## config.mk

```make
export PLATFORM = sky130hd
export DESIGN_NAME = input_port_buffer
export DESIGN_NICKNAME = d
export VERILOG_FILES = /design/src/rtl/noc_pkg.sv /design/src/rtl/flit_fifo.sv /design/src/rtl/input_port_buffer.sv
export SDC_FILE = /design/constraint.sdc
export NUM_CORES = 1
export LEC_CHECK = 0
export ABC_AREA = 0
export CAP_MARGIN = 25
export CORE_MARGIN = 2
export CORE_UTILIZATION = 50
export DETAILED_ROUTE_END_ITERATION = 8
export GPL_TIMING_DRIVEN = 0
export PLACE_DENSITY = 0.69
export SETUP_SLACK_MARGIN = 0.3
export SYNTH_ARGS = -nofsm -noshare
export SYNTH_HDL_FRONTEND = slang
export SYNTH_SLANG_ARGS = --single-unit
```

## constraint.sdc

```tcl
create_clock -name clk -period 5.1 [get_ports clk]
set_input_delay 1.02 -clock clk [delete_from_list [all_inputs] [get_ports clk]]
set_output_delay 1.02 -clock clk [all_outputs]
set_load 0.03 [all_outputs]
```

## src/rtl/noc_pkg.sv

```systemverilog
// rtl/noc_pkg.sv - flit id codes, length width and input port state encoding
package noc_pkg;

    localparam logic [2:0] FLIT_HEADER = 3'b001;
    localparam logic [2:0] FLIT_BODY   = 3'b010;
    localparam logic [2:0] FLIT_TAIL   = 3'b100;

    localparam int LEN_W = 12;

    typedef enum logic [1:0] {
        IDLE = 2'd0,
        REQ  = 2'd1,
        XFER = 2'd2
    } port_state_t;

endpackage

```

## src/rtl/flit_fifo.sv

```systemverilog
// rtl/flit_fifo.sv - synchronous first-word-fall-through flit FIFO
module flit_fifo #(
    parameter int WIDTH  = 35,
    parameter int DEPTH  = 8,
    parameter int ADDR_W = 3
) (
    input  logic              clk,
    input  logic              rst,
    input  logic              push,
    input  logic [WIDTH-1:0]  push_data,
    input  logic              pop,
    output logic [WIDTH-1:0]  head,
    output logic              full,
    output logic              empty,
    output logic [ADDR_W:0]   count
);

    logic [WIDTH-1:0] mem [DEPTH];
    logic [ADDR_W:0]  wr_ptr;
    logic [ADDR_W:0]  rd_ptr;
    logic             do_push;
    logic             do_pop;

    // Extra pointer MSB distinguishes full from empty when the low bits match.
    assign full    = (wr_ptr[ADDR_W] != rd_ptr[ADDR_W]) &&
                     (wr_ptr[ADDR_W-1:0] == rd_ptr[ADDR_W-1:0]);
    assign empty   = (wr_ptr == rd_ptr);
    assign count   = wr_ptr - rd_ptr;
    assign do_push = push && !full;
    assign do_pop  = pop && !empty;
    assign head    = mem[rd_ptr[ADDR_W-1:0]];

    always_ff @(posedge clk) begin
        if (rst) begin
            wr_ptr <= '0;
            rd_ptr <= '0;
        end else begin
            if (do_push) wr_ptr <= wr_ptr + 1'b1;
            if (do_pop)  rd_ptr <= rd_ptr + 1'b1;
        end
    end

    always_ff @(posedge clk) begin
        if (do_push && !rst) mem[wr_ptr[ADDR_W-1:0]] <= push_data;
    end

endmodule

```

## src/rtl/input_port_buffer.sv

```systemverilog
// rtl/input_port_buffer.sv - NoC router input buffer with packet framing and arbiter request
module input_port_buffer
    import noc_pkg::*;
#(
    parameter int DATA_W = 32,
    parameter int DEPTH  = 8,
    parameter int ADDR_W = 3
) (
    input  logic              clk,
    input  logic              rst,
    input  logic              in_valid,
    input  logic [2:0]        in_flit_id,
    input  logic [DATA_W-1:0] in_data,
    output logic              in_ready,
    input  logic              grant,
    output logic              req,
    output logic [2:0]        flit_id,
    output logic [LEN_W-1:0]  length,
    output logic              out_valid,
    output logic [DATA_W-1:0] out_data,
    output logic [ADDR_W:0]   count,
    output logic              err
);

    localparam int ENTRY_W = DATA_W + 3;

    logic [ENTRY_W-1:0] head;
    logic [2:0]         head_id;
    logic [DATA_W-1:0]  head_data;
    logic               full;
    logic               empty;
    logic               pop;
    logic               drop;
    logic               xfer;
    port_state_t        state;
    logic [LEN_W-1:0]   length_q;

    flit_fifo #(
        .WIDTH  (ENTRY_W),
        .DEPTH  (DEPTH),
        .ADDR_W (ADDR_W)
    ) u_fifo (
        .clk       (clk),
        .rst       (rst),
        .push      (in_valid),
        .push_data ({in_flit_id, in_data}),
        .pop       (pop),
        .head      (head),
        .full      (full),
        .empty     (empty),
        .count     (count)
    );

    assign head_id   = head[ENTRY_W-1:DATA_W];
    assign head_data = head[DATA_W-1:0];

    // Anything other than a header at the head while idle is an orphan and is dropped.
    always_comb begin
        drop = 1'b0;
        xfer = 1'b0;
        if (!empty) begin
            case (state)
                IDLE:      drop = (head_id != FLIT_HEADER);
                REQ, XFER: xfer = grant;
                default:   drop = 1'b0;
            endcase
        end
        pop = drop || xfer;
    end

    always_ff @(posedge clk) begin
        if (rst) begin
            state    <= IDLE;
            length_q <= '0;
        end else begin
            case (state)
                IDLE: if (!empty && head_id == FLIT_HEADER) state <= REQ;
                REQ: begin
                    if (xfer) begin
                        length_q <= head_data[LEN_W-1:0];
                        state    <= XFER;
                    end
                end
                XFER: if (xfer && head_id == FLIT_TAIL) state <= IDLE;
                default: state <= IDLE;
            endcase
        end
    end

    assign in_ready  = !full;
    assign req       = (state != IDLE);
    assign flit_id   = empty ? 3'b000 : head_id;
    assign length    = (!empty && head_id == FLIT_HEADER) ? head_data[LEN_W-1:0] : length_q;
    assign out_valid = xfer;
    assign out_data  = head_data;
    assign err       = drop;

endmodule
```

# Word-level counts from Yosys, hierarchy flattened
# Memory sizes are Yosys's and may differ from the RTL's. A register that Yosys moved wholly into a read port is not among the register bits.
# Cells that the tools add are included.
# word_totals
register_bits	22
latch_bits	0
mem_bits_rw	280
rom_bits	0
inputBits	39
output_inout_bits	55
elab_cells	48
mem_count	1
# mem_list
name	words	word_bits	read_ports	rd_ports_with_merged_regs	write_ports	line	text
u_fifo.mem	8	35	1	1	1	flit_fifo.sv:18	logic [WIDTH-1:0] mem [DEPTH];
# op_classes
n_addsub	3
n_mul	0
n_div	0
magnitude_cmp	0
n_eq_ne	11
shift	0
muxes	14
bitwise_logic	0
reduce_logical	15
# op_table
operator	count
12-bit two-way mux	1
3-bit two-way mux	3
4-bit by 1-bit adder with 4-bit output, second input constant	2
1-bit logical AND	6
1-bit two-way mux	6
2-bit two-way mux	3
2-bit != test, second input constant	3
2-bit case mux with 3 select lines	1
4-bit equality test	1
4-bit subtractor	1
3-bit by 1-bit equality test with 1-bit output, second input constant	1
3-bit equality test	1
3-bit equality test, second input constant	1
1-bit logical NOT	3
3-bit by 1-bit != test with 1-bit output, second input constant	1
3-bit AND reduction	1
2-bit by 1-bit equality test with 1-bit output, second input constant	1
2-bit equality test, second input constant	1
2-bit logical NOT	1
2-bit AND reduction	1
2-bit nonzero test	1
2-bit OR reduction	1
1-bit logical OR	1
1-bit != test	1

# Logic depth before layout (Yosys ltp)
# depth
depth_word	8
mapped_depth	9
depth_no_buf	8

# By module
# Synthesis repeated with hierarchy kept, for this count alone.
# hier_totals
cells_unflattened	575
hier_area_um2	12216.7
# by_module_without_submodules
mod	n_inst	cells_per_inst	area_each_um2	seq_area_each_um2
flit_fifo	1	478	11402.2	8628.3
input_port_buffer	1	97	814.5	280.3

# Least setup slack after synthesis
# Ideal clock, no wire load.
# synth_timing
path_type	reg2reg
startpoint	reg u_fifo.wr_ptr[0]
endpoint	mem u_fifo.mem[0][0], enable pin
t_arrival_ns	4.241
t_required_ns	4.629
slack_ns	0.388
stages_incl_launch_ff	8
n_path_buf	0
period_less_slack_ns	4.712
path_cell_list	dfxtp_1 inv_1 ha_1 and3_1 nand2_1 nand2_1 or3_1 nor3_1
# synth_between
elab_chain_len	7
# synth_rtl
element	line	text
from (decl)	flit_fifo.sv:19	logic [ADDR_W:0] wr_ptr;
from (signal assigned)	flit_fifo.sv:38	if (do_push) wr_ptr <= wr_ptr + 1'b1;
3-bit equality test	flit_fifo.sv:26	(wr_ptr[ADDR_W-1:0] == rd_ptr[ADDR_W-1:0]);
1-bit logical AND	flit_fifo.sv:25	assign full = (wr_ptr[ADDR_W] != rd_ptr[ADDR_W]) &&
1-bit logical NOT	n/a	
via in_ready	input_port_buffer.sv:14	output logic in_ready,
1-bit logical AND	flit_fifo.sv:29	assign do_push = push && !full;
1-bit logical AND	flit_fifo.sv:44	if (do_push && !rst) mem[wr_ptr[ADDR_W-1:0]] <= push_data;
1-bit two-way mux	flit_fifo.sv:44	
1-bit two-way mux (not written as such)	flit_fifo.sv:44	
to (decl)	flit_fifo.sv:18	
# The timed path passes the listed nets, and every way through them passes these cells.

==> results_dict.tcl <==
set metrics [dict create \
    grt_max_degree 25 \
    via_count 5896 \
    die_w_um 158 \
    rsz0062_at_grt "no" \
    yosys-top-cells-count "edfxtp_1, mux4_2, mux2_2, nor2_1, dfxtp_1" \
    pwr-share-clk 0.292 \
    antenna_left 0 \
    status "finished, final reports clean" \
    powerDensity_nw_per_um2 489 \
    pre_cts_slack_ps 465 \
    crit_type "flip-flop to output pin" \
    cts_setup_buffers 0 \
    dp_hpwl_mm 15.0 \
    htreeDepth 1 \
    syn_area_per_cell_um2 20.5 \
    cp.arrival_ps 3650 \
    area_growth_pct 21.5 \
    ys_seq_area_frac 0.749 \
    dp_cells 1005 \
    rows 56 \
    cap_violations 0 \
    ys.warnings.count 0 \
    first_pass_iters 5 \
    p_seq_frac 0.399 \
    synth_edf_count 280 \
    drt_wl_total_mm 23.7 \
    drc 0 \
    cts_buffer_depth 3 \
    swShare 0.295 \
    gp_congestion 0.789 \
    cp-end-kind "output pin" \
    clk_pin_slew_ps 60 \
    worst_clock_skew_ps 24.8 \
    slew_viol_final 0 \
    yosys.area.top_type_share 0.707 \
    initial_core_util 0.508 \
    max_freq_mhz 214 \
    critPathRequiredTime_ps 4080 \
    io_buffers 93 \
    worst_slack_ps 426 \
    stdcell_area_um2 14500 \
    power.switching_mw 2.09 \
    via_per_inst 5.57 \
    cts_buffers 30 \
    setup_viol 0 \
    synthesis.nets 628 \
    synth_ff_type "edfxtp_1" \
    yosysMostFrequentCell "edfxtp_1" \
    ios 94 \
    min_path_type "flip-flop to flip-flop" \
    grt_pass1_vias 6135 \
    clock-sinks 305 \
    place_area_um2 13500 \
    power_mw 7.07 \
    grt_pass1_wl_mm 35.8 \
    final_layout_size_suffix_gt1_frac 0.264 \
    synth_area_leaders "edfxtp_1, mux4_2, dfxtp_1, mux2_2, nor2_1" \
    combPwrFrac 0.308 \
    synth-async-reset-ratio 0 \
    die-area_um2 25000 \
    final_cells 1059 \
    slew_headroom 0.406 \
    synth_area_um2 11900 \
    drt-wirelength-per-cell_um 22.3 \
    ir_worst_vdd_mv 0.318 \
    fillers 1719 \
    antenna_found_initial 1 \
    tritoncts "done" \
    core_area_um2 23400 \
    synthCells 579 \
    die_h_um 158 \
    fin_nets 767 \
    synth_seq_cells 305 \
    ys_types 38 \
    p_leak_nw 4.60 \
    finalHoldViolCount 0 \
    clk_latency_ps 560 \
    ctsRootBufferMaster "clkbuf_16" \
    internal-power_mw 4.99 \
    grt-ovfl-total 0 \
    period_share 0.916 \
    path_max_fanout 10 \
    grtUsageTotal 0.196 \
    holdBufCountCts 0 \
    tightest_slew_ps 886 \
    drt_iter0_drc 443 \
    yosysTopAreaCell "edfxtp_1" \
    fin_crit_ps 4670 \
    startpoint_type "flip-flop" \
]
## worst max-delay path: stages (launching register included)
cell and delay [ps]:
dfxtp_1 470, clkbuf_2 380, clkbuf_1 630, mux4_2 430, mux2_2 330, mux2_2 280, clkdlybuf4s50_1 590
## routing by layer
layer  track usage  routed length (µm)
met1         0.267               10300
met2         0.334               11700
met3        0.0362                1210
met4        0.0438                 470
met5             0                  12
## final timing paths
kind,cells after the start,slack [ps],start,end
max,6,430,flip-flop,length[1]
min,2,490,length_q[1],length_q[1]
max reg2reg,11,1390,u_fifo.wr_ptr[0],u_fifo.mem[0][21]
min reg2reg,2,490,length_q[1],length_q[1]
## power by group through the flow
stage                     combinational [mW]  sequential (mW)  clock (mW)
after floorplan                         1.44             2.87           0
after global placement                  2.13             2.88           0
after detailed placement                2.17             2.88           0
after CTS                               2.20             2.82        2.10
after global routing                    2.33             2.83        2.21
final                                   2.18             2.83        2.07
## flip-flops by register name (all words and copies together) (netlist names), named ones only
name and flops:
u_fifo.wr_ptr 4, length_q 12, u_fifo.rd_ptr 4, state 2
u_fifo.mem 280
## area by class of cell
cell class                      count  area (µm²)  area share
Multi-Input combinational cell    236        2890       0.200
Sequential cell                   305        8910       0.616
Clock inverter                     16         146      0.0101
Buffer                             25         134     0.00926
Antenna cell                        1        2.50    0.000173
Timing Repair Buffer              107        1140      0.0792
Tap cell                          319         399      0.0276
Clock buffer                       37         777      0.0538
Inverter                           13        48.8     0.00338
## cells in the final DEF, fill, tap and decap left out, types with 8 or more instances in the layout
cell             Yosys  final
inv_1               12     12
edfxtp_1           280    280
nor3_1              15     13
clkdlybuf4s50_1      0     93
mux4_2              69     69
clkbuf_1            16     16
dfxtp_1             25     25
nor2_1              37     31
ha_1                 9      9
buf_6                1      8
mux2_2              44     44
nand2_1              8      8
clkbuf_16            0     30
## kinds of logic after synthesis
logic type / after synthesis / synth area share
DFF: 305 / 0.749
muxes: 119 / 0.179
and+or+nand+nor: 82 / 0.0324
buffers and inverters: 38 / 0.0134
AOI/OAI and AO/OA: 18 / 0.0101
adders and majority gates: 10 / 0.0111
xor gates and xnor gates: 7 / 0.00515
## timing repair
item / CTS / global route
endpoints found under the setup margin: 32 / 27
resized for setup: 10 / 7
hold endpoints to repair: 0 / 0
## per-stage QoR
stage          utilization  hold slack (ps)  setup TNS (ps)
3_5_place_dp         0.577              487               0
2_1_floorplan            -              466               0
3_3_place_gp         0.565              477         -274860
5_1_grt              0.618              520               0
6_report             0.618              493               0
4_1_cts              0.617              496               0
No activity file was read; power rests on OpenSTA's default activity.
